===== config.mk =====
export PLATFORM = sky130hd
export DESIGN_NAME = clock_group_reset_sequencer_flat
export DESIGN_NICKNAME = d
export VERILOG_FILES = /design/src/rtl/clock_group_pkg.sv /design/src/rtl/clock_group_reset_sequencer_if.sv /design/src/rtl/clock_group_reset_sequencer_reset_sync.sv /design/src/rtl/clock_group_reset_sequencer.sv /design/src/flat_wrapper.sv
export SDC_FILE = /design/constraint.sdc
export NUM_CORES = 1
export LEC_CHECK = 0
export BUFFER_PORTS_ARGS = -buffer_cell sky130_fd_sc_hd__buf_2
export CORE_ASPECT_RATIO = 1.2
export CORE_MARGIN = 2
export CORE_UTILIZATION = 60
export CTS_BUF_LIST = sky130_fd_sc_hd__clkbuf_4 sky130_fd_sc_hd__clkbuf_8 sky130_fd_sc_hd__clkbuf_16
export DETAILED_ROUTE_END_ITERATION = 8
export PLACE_DENSITY = 0.83
export SLEW_MARGIN = 20
export SYNTH_ARGS = -nofsm -noshare
export SYNTH_HDL_FRONTEND = slang
export SYNTH_SLANG_ARGS = --single-unit

===== constraint.sdc =====
create_clock -name clock -period 2.2 [get_ports clock]
set_clock_uncertainty 0.05 [all_clocks]
set_input_delay 0.44 -clock clock [delete_from_list [all_inputs] [get_ports clock]]
set_output_delay 0.44 -clock clock [all_outputs]
set_load 0.05 [all_outputs]

===== src/rtl/clock_group_pkg.sv =====
// clock_group_pkg: shared state encoding and sizing helper for the clock-group reset sequencer
package clock_group_pkg;
    // ACK is kept for encoding compatibility; the ack is issued on the RLEAD exit edge.
    typedef enum logic [2:0] {SYNC, LEAD, GAP, IDLE, HOLD, RLEAD, ACK} state_t;
    function automatic int clog2_min1(input int n);
        return (n > 1) ? $clog2(n) : 1;
    endfunction
endpackage


===== src/rtl/clock_group_reset_sequencer_if.sv =====
// clock_group_reset_sequencer_if: per-member reset handshake and sequencer status bundle
interface clock_group_reset_sequencer_if #(parameter int NUM_MEMBERS = 4);
    logic [NUM_MEMBERS-1:0] member_reset_req;
    logic [NUM_MEMBERS-1:0] member_reset_ack;
    logic [NUM_MEMBERS-1:0] member_reset;
    logic [NUM_MEMBERS-1:0] member_clk_en;
    logic                   seq_busy;
    logic                   seq_done;
    modport master (
        input  member_reset_req,
        output member_reset_ack, member_reset, member_clk_en, seq_busy, seq_done
    );
    modport slave (
        output member_reset_req,
        input  member_reset_ack, member_reset, member_clk_en, seq_busy, seq_done
    );
endinterface


===== src/rtl/clock_group_reset_sequencer_reset_sync.sv =====
// reset_sync: asynchronous-assert, synchronous-deassert reset synchroniser
module reset_sync #(
    parameter int SYNC_STAGES = 2
) (
    input  logic clock,
    input  logic reset_n,
    output logic reset_n_sync
);
    logic [SYNC_STAGES-1:0] sr;
    always_ff @(posedge clock or negedge reset_n)
        if (!reset_n) sr <= '0;
        else          sr <= {sr[SYNC_STAGES-2:0], 1'b1};
    assign reset_n_sync = sr[SYNC_STAGES-1];
endmodule


===== src/rtl/clock_group_reset_sequencer.sv =====
// clock_group_reset_sequencer: staggered power-up release and per-member re-reset for one clock group
module clock_group_reset_sequencer
    import clock_group_pkg::*;
#(
    parameter int NUM_MEMBERS    = 4,
    parameter int SYNC_STAGES    = 2,
    parameter int STAGGER_CYCLES = 8,
    parameter int CLKEN_LEAD     = 2
) (
    input logic                           clock,
    input logic                           reset_n,
    clock_group_reset_sequencer_if.master bus
);
    localparam int CNT_W = $clog2(STAGGER_CYCLES + 1);
    localparam int IW    = clog2_min1(NUM_MEMBERS);
    localparam logic [CNT_W-1:0] LEAD_LD = CNT_W'(CLKEN_LEAD - 1);
    localparam logic [CNT_W-1:0] GAP_LD  = CNT_W'(STAGGER_CYCLES - 1);
    state_t                 state, state_d;
    logic [CNT_W-1:0]       cnt, cnt_d;
    logic [IW-1:0]          idx, idx_d, sel;
    logic [NUM_MEMBERS-1:0] rst_q, rst_d, en_q, en_d, ack_q, ack_d;
    logic                   busy_q, done_q, done_d, found, last, rst_sync_n;
    reset_sync #(.SYNC_STAGES(SYNC_STAGES)) u_sync (
        .clock        (clock),
        .reset_n      (reset_n),
        .reset_n_sync (rst_sync_n)
    );
    always_comb begin
        found = 1'b0;
        sel   = '0;
        for (int k = NUM_MEMBERS - 1; k >= 0; k--)
            if (bus.member_reset_req[k] && !ack_q[k]) begin
                found = 1'b1;
                sel   = IW'(k);
            end
    end
    assign last = idx == IW'(NUM_MEMBERS - 1);
    // The final GAP lasts one cycle so seq_done lands just after the last reset falls.
    always_comb begin
        state_d = state;
        cnt_d   = (cnt == '0) ? cnt : cnt - 1'b1;
        idx_d   = idx;
        rst_d   = rst_q;
        en_d    = en_q;
        ack_d   = ack_q & bus.member_reset_req;
        done_d  = done_q;
        unique case (state)
            SYNC: begin
                state_d = LEAD;
                idx_d   = '0;
                cnt_d   = LEAD_LD;
                en_d[0] = 1'b1;
            end
            LEAD: if (cnt == '0) begin
                state_d    = GAP;
                cnt_d      = last ? '0 : GAP_LD;
                rst_d[idx] = 1'b0;
            end
            GAP: if (cnt == '0) begin
                if (last) begin
                    state_d = IDLE;
                    done_d  = 1'b1;
                end else begin
                    state_d     = LEAD;
                    idx_d       = idx + 1'b1;
                    cnt_d       = LEAD_LD;
                    en_d[idx_d] = 1'b1;
                end
            end
            IDLE: if (found) begin
                state_d    = HOLD;
                idx_d      = sel;
                cnt_d      = GAP_LD;
                rst_d[sel] = 1'b1;
                en_d[sel]  = 1'b0;
            end
            HOLD: if (cnt == '0) begin
                state_d   = RLEAD;
                cnt_d     = LEAD_LD;
                en_d[idx] = 1'b1;
            end
            RLEAD: if (cnt == '0) begin
                state_d    = IDLE;
                rst_d[idx] = 1'b0;
                ack_d[idx] = 1'b1;
            end
            default: state_d = SYNC;
        endcase
    end
    always_ff @(posedge clock or negedge rst_sync_n)
        if (!rst_sync_n) begin
            state  <= SYNC;
            cnt    <= '0;
            idx    <= '0;
            rst_q  <= '1;
            en_q   <= '0;
            ack_q  <= '0;
            busy_q <= 1'b1;
            done_q <= 1'b0;
        end else begin
            state  <= state_d;
            cnt    <= cnt_d;
            idx    <= idx_d;
            rst_q  <= rst_d;
            en_q   <= en_d;
            ack_q  <= ack_d;
            busy_q <= state_d != IDLE;
            done_q <= done_d;
        end
    assign bus.member_reset     = rst_q;
    assign bus.member_clk_en    = en_q;
    assign bus.member_reset_ack = ack_q;
    assign bus.seq_busy         = busy_q;
    assign bus.seq_done         = done_q;
endmodule

===== src/flat_wrapper.sv =====
// flat-port wrapper written by rule: the top's interface ports become plain ports
module clock_group_reset_sequencer_flat import clock_group_pkg::*;
#(
    parameter int NUM_MEMBERS    = 4,
    parameter int SYNC_STAGES    = 2,
    parameter int STAGGER_CYCLES = 8,
    parameter int CLKEN_LEAD     = 2
)
  (clock, reset_n, bus_member_reset_req, bus_member_reset_ack, bus_member_reset, bus_member_clk_en, bus_seq_busy, bus_seq_done);
  clock_group_reset_sequencer_if #(.NUM_MEMBERS(NUM_MEMBERS)) bus_i ();
  input logic clock;
  input logic reset_n;
  input wire logic [$bits(bus_i.member_reset_req)-1:0] bus_member_reset_req;
  output wire logic [$bits(bus_i.member_reset_ack)-1:0] bus_member_reset_ack;
  output wire logic [$bits(bus_i.member_reset)-1:0] bus_member_reset;
  output wire logic [$bits(bus_i.member_clk_en)-1:0] bus_member_clk_en;
  output wire logic [$bits(bus_i.seq_busy)-1:0] bus_seq_busy;
  output wire logic [$bits(bus_i.seq_done)-1:0] bus_seq_done;
  assign bus_i.member_reset_req = bus_member_reset_req;
  assign bus_member_reset_ack = bus_i.member_reset_ack;
  assign bus_member_reset = bus_i.member_reset;
  assign bus_member_clk_en = bus_i.member_clk_en;
  assign bus_seq_busy = bus_i.seq_busy;
  assign bus_seq_done = bus_i.seq_done;
  clock_group_reset_sequencer #(.NUM_MEMBERS(NUM_MEMBERS), .SYNC_STAGES(SYNC_STAGES), .STAGGER_CYCLES(STAGGER_CYCLES), .CLKEN_LEAD(CLKEN_LEAD)) u_core (.clock(clock), .reset_n(reset_n), .bus(bus_i));
endmodule

---- Yosys cells after proc, flatten, opt, wreduce, memory -nomap -nowiden ----
Cells that the tools add are included.
operators by class
  eq/ne operators ......................... 12
  add/sub/neg operators ................... 2
  bitwise logic cells ..................... 9
  mux-type cells .......................... 44
  reductions and logical operators ........ 23
  magnitude comparators ................... 6
operator list
  cell                                                                number
  2-to-1 mux 4 bit                                                    14
  one-hot mux 4 bit (5 select lines)                                  1
  2-to-1 mux 3 bit                                                    6
  one-hot mux 3 bit (6 select lines)                                  1
  2-to-1 mux 2 bit                                                    8
  OR 4 bit                                                            4
  AND 4 bit                                                           3
  AND reduction 5 bit                                                 2
  less-than comparator 2 x 3 -> 1 bit (second input constant)         3
  one-hot mux 3 bit (3 select lines)                                  1
  != test 2 x 1 -> 1 bit (second input constant)                      4
  inverter 4 bit                                                      2
  one-hot mux 4 bit (2 select lines)                                  1
  logical AND 1 bit                                                   7
  2-to-1 mux 1 bit                                                    7
  demux 1 bit (select 2 bit)                                          3
  equality test 3 x 2 -> 1 bit (second input constant)                2
  equality test 3 bit (second input constant)                         2
  greater-or-equal comparator 2 x 1 -> 1 bit (second input constant)  3
  one-hot mux 2 bit (3 select lines)                                  1
  AND reduction 3 bit                                                 2
  nonzero test 3 bit                                                  2
  zero test 1 bit                                                     4
  zero test 4 bit                                                     1
  12 further kinds                                                    12
storage, ports and cells
  logic and storage cells ................. 106
  register bits ........................... 25
  output and inout port bits .............. 14

---- Logic depth before layout (Yosys ltp) ----
  depth in word-level cells ............... 14
  gate-level depth with buffers ........... 9
  gate-level depth less buffers ........... 9

---- Hierarchy ----
From an unflattened synthesis, not the netlist that was laid out.
second synthesis, totals
  cell total of the unflattened synthesis .. 171
  area, all modules ....................... 1544.0 µm²
modules (own cells, without submodules)
  module                       cells each  area each (µm²)  instances
  clock_group_reset_sequencer  168         1490.2           1
  reset_sync                   3           53.8             1

---- Worst setup path after synthesis ----
No wires, ideal clock.
  path kind ............................... register to register
  from .................................... reg u_core.cnt[0]
  to ...................................... reg u_core.cnt[0]
  library setup time ...................... 126 ps
  path slack .............................. 8 ps
  required time ........................... 2024 ps
  stages on the path, launching flop included .. 10
  arrival time ............................ 2016 ps
  cell sequence ........................... dfrtp_1 inv_1 ha_1 nor3b_4 inv_2 ha_1 and3_1 nor3_1 a31oi_1 o32a_1
between the ends
  cells in the longest elaborated chain, start to end .. 5
  elaborated cells between the ends (all ways) .. 9
  classes of those cells .................. add/sub (1); mux (7); reduce/logical (1)
ends and longest elaborated chain
  element                                                              RTL line                                                                                                 RTL
  start, declared                                                      clock_group_reset_sequencer.sv:19                                                                        logic [CNT_W-1:0] cnt, cnt_d;
  start signal, assigned                                               clock_group_reset_sequencer.sv:102                                                                       cnt <= cnt_d;
  subtractor 4 x 1 -> 4 bit / zero test 4 bit (equally long branches)  clock_group_reset_sequencer.sv:41, clock_group_reset_sequencer.sv:54, clock_group_reset_sequencer.sv:59
  2-to-1 mux 4 bit                                                     clock_group_reset_sequencer.sv:41                                                                        cnt_d = (cnt == '0) ? cnt : cnt - 1'b1;
  2-to-1 mux 4 bit                                                     clock_group_reset_sequencer.sv:60                                                                        if (last) begin
  2-to-1 mux 4 bit                                                     clock_group_reset_sequencer.sv:59                                                                        GAP: if (cnt == '0) begin
  one-hot mux 4 bit (5 select lines) (*)                               clock_group_reset_sequencer.sv:47                                                                        unique case (state)
  net u_core.cnt_d[0]                                                  clock_group_reset_sequencer.sv:19
The timed path passes the listed nets; every way through them passes the cells marked *.
A chain may end at the register's enable or synchronous reset.

---- Worst setup path in the final report ----
Ends and elaborated chain as after synthesis.

==> impl_metrics.py <==
metrics = {
    "run_status": {
        "status": "finished, final reports clean",
    },
    "die": {
        "core.rowCount": 19,
        "coreArea_sq_um": 2330,
        "initial_core_util_pct": 63.64,
        "die_h_um": 58.46,
        "die_area_sq_um": 2887,
        "die_x_um": 49.38,
        "num_io_pins": 20,
    },
    "clock_network": {
        "cts_tree": "built",
        "cts.clk_slew.worst_paths_ns": 0.15,
        "clk_path_buf_depth": 2,
        "clock_sinks": 25,
        "cts_root_buf": "clkbuf_4",
        "cts_buffers": 3,
        "clk_latency_ns": 0.34,
        "htreeDepth": 1,
    },
    "logic_synthesis": {
        "synth.cell_area_sq_um": 1483,
        "seq_area_frac_synth_pct": 42.62,
        "synth_cell_type_count": 46,
        "ys_warn_count": 0,
        "async_flop_share_pct": 100.0,
        "postSynthCellCount": 150,
        "synth_enable_flop_cells": 0,
        "syn_avg_cell_area_sq_um": 9.884,
        "synth-seq-cells": 25,
        "ys.flop_type": "dfrtp_1",
        "syn_nets": 162,
    },
    "timing": {
        "maxSlewViolCount": 0,
        "post-route-min-period_ns": 2.079,
        "fmax_mhz": 481.0,
        "period_share_pct": 94.50,
        "hold_viol": 0,
        "setup-violations-final": 0,
        "rsz0062_at_grt": "false",
        "slew_headroom_pct": 40.97,
        "tns_ns": 0,
        "worst_pin_slew_ns": 0.8854,
    },
    "worst_hold_path": {
        "hold_path.class": "primary input to flip-flop",
    },
    "power": {
        "leakage_nw": 0.7873,
        "powerDensity_nw_per_um2": 1415,
        "peakVddDrop_uv": 1042,
    },
    "global_route": {
        "grt_pass1_vias": 1330,
        "antenna_found_initial": 0,
        "grt_max_degree": 24,
        "grt_overflow": 0,
        "grt_usage_pct": 27.63,
        "grt_pass1_wl_um": 6016,
    },
    "routing": {
        "vias": 1271,
        "totalWireLength_um": 3463,
        "drt_iter0_markers": 54,
        "ant_nets": 0,
        "detail_route.first_pass.iterations": 4,
        "drcViolationCount": 0,
        "vias_per_cell": 6.081,
        "wl_per_cell_um": 16.57,
    },
    "setup_path": {
        "path_class": "flip-flop to flip-flop",
        "endpoint_kind": "flip-flop",
        "critPathMaxFanout": 6,
        "worst_ep_required_time_ns": 2.37,
        "critPathLaunchType": "flip-flop",
        "arrival_ns": 2.25,
    },
    "final_layout": {
        "area_growth_pct": 16.29,
        "nFillCells": 186,
        "final_util_pct": 74.01,
        "postLayoutCellArea_sq_um": 1724,
        "num_antenna_cells": 0,
        "drive_gt1_share_pct": 28.65,
        "nets": 191,
    },
    "place": {
        "place_congestion": 0.8905,
        "io_buffers": 19,
        "placed_cell_area_sq_um": 1644,
        "dp_hpwl_um": 2584,
    },
    "flow_run": {
        "drv_cap": 0,
    },
}
power breakdown:
group / switching, mW / internal, mW / total (mW) / leakage [nW]
sequential: 0.164 / 0.624 / 0.788 / 0.305
combinational: 0.853 / 0.580 / 1.43 / 0.469
clock: 0.149 / 0.0698 / 0.218 / 0.0139
Yosys cell counts (3+ instances only):
cell	number	area share (%)
a21o_1	4	2.0
a21oi_1	7	2.4
a22o_1	7	4.1
buf_2	5	1.7
dfrtp_1	20	34
dfstp_2	5	8.9
ha_1	6	5.1
inv_1	7	1.8
mux2i_1	3	2.0
nand2_1	10	2.5
nand2b_1	8	3.4
nor2_1	11	2.8
nor2b_1	5	2.1
nor3_1	6	2.0
o21ai_0	7	2.4
o21ai_1	3	1.0
sequential cells by signal (all words and copies together) (netlist names):
register,cells
u_core.bus.seq_done,1
u_core.bus.seq_busy,1
u_core.idx,2
u_core.cnt,4
u_core.bus.member_reset,4
u_core.u_sync.sr,2
u_core.bus.member_clk_en,4
u_core.bus.member_reset_ack,4
u_core.state,3
critical path, stage by stage, from the launching register on:
cell     delay [ns]
dfrtp_1        0.41
inv_1          0.10
ha_4           0.17
nor3b_4        0.21
inv_2          0.05
ha_1           0.30
and3_1         0.21
nor3_2         0.11
a31oi_1        0.06
o32a_1         0.31
repair_timing:
item,in CTS,in global routing
resized for setup,0,3
endpoints found under the setup margin,1,1
buffers inserted,1,2
endpoints found under the hold margin,2,0
hold buffers,1,0
stage by stage:
stage | hold slack (ns) | power (mW) | cells | worst slack (ns)
4_1_cts | 0.2757 | 2.370 | 207 | 0.03700
3_5_place_dp | 0.1751 | 2.134 | 201 | -0.01065
3_3_place_gp | 0.1750 | 2.069 | 201 | 0.1661
2_1_floorplan | 0.09441 | 1.812 | 150 | 0.008014
6_report | 0.2851 | 2.440 | 209 | 0.1211
5_1_grt | 0.2673 | 2.620 | 209 | 0.03746
layout make-up:
type	count	area [sq um]	area share (%)
multi-input cells	110	805.8	46.73
repair buffers	31	187.7	10.89
clock buffers	3	22.52	1.306
well taps	31	38.79	2.250
flip-flops and latches	25	631.9	36.65
clock inverters	1	7.507	0.4354
inverters	8	30.03	1.742
placed cells by master, fill, tap and decap left out, types with 7 or more instances in the layout:
master and count:
a21oi_1 7, inv_1 7, a22o_1 7, o21ai_0 7, buf_2 19, nand2b_1 8
dfrtp_1 20, nor2_1 11, nand2_1 10, buf_4 11
final timing paths:
path | startpoint | endpoint | slack, ns | cells after the start
max | u_core.cnt[0]$_DFF_PN0_ | u_core.cnt[0]$_DFF_PN0_ | 0.12 | 9
min in group asynchronous | u_core.u_sync.sr[1]$_DFF_PN0_ | u_core.idx[1]$_DFFE_PN0P_ | 0.33 | 0
min reg2reg | u_core.u_sync.sr[0]$_DFF_PN0_ | u_core.u_sync.sr[1]$_DFF_PN0_ | 0.32 | 0
max reg2reg | u_core.cnt[0]$_DFF_PN0_ | u_core.cnt[0]$_DFF_PN0_ | 0.12 | 9
min | bus_member_reset_req[3] | u_core.bus.member_reset_ack[3]$_DFF_PN0_ | 0.29 | 2
max in group asynchronous | u_core.u_sync.sr[1]$_DFF_PN0_ | u_core.state[0]$_DFF_PN0_ | 1.22 | 0
logic make-up after synthesis:
| group | after synthesis | synth area share, % |
|---|---|---|
| xor+xnor | 1 | 0.5908 |
| simple gates | 51 | 20.00 |
| compound gates | 48 | 25.23 |
| mux | 3 | 2.025 |
| fa+ha+maj | 6 | 5.063 |
| buf+inv | 15 | 4.219 |
| other cells | 1 | 0.2529 |
| flops | 25 | 42.62 |
layer usage:
metal | up-vias | share of wire [%] | global-route usage (%)
met3 | 4 | 4.3 | 3.553
met5 | - | 0 | 0
met1 | 618 | 44 | 33.28
met2 | 49 | 51 | 49.81
met4 | 0 | 0.95 | 12.30
li1 | 600 | - | -
(Power assumes the default switching activity.)
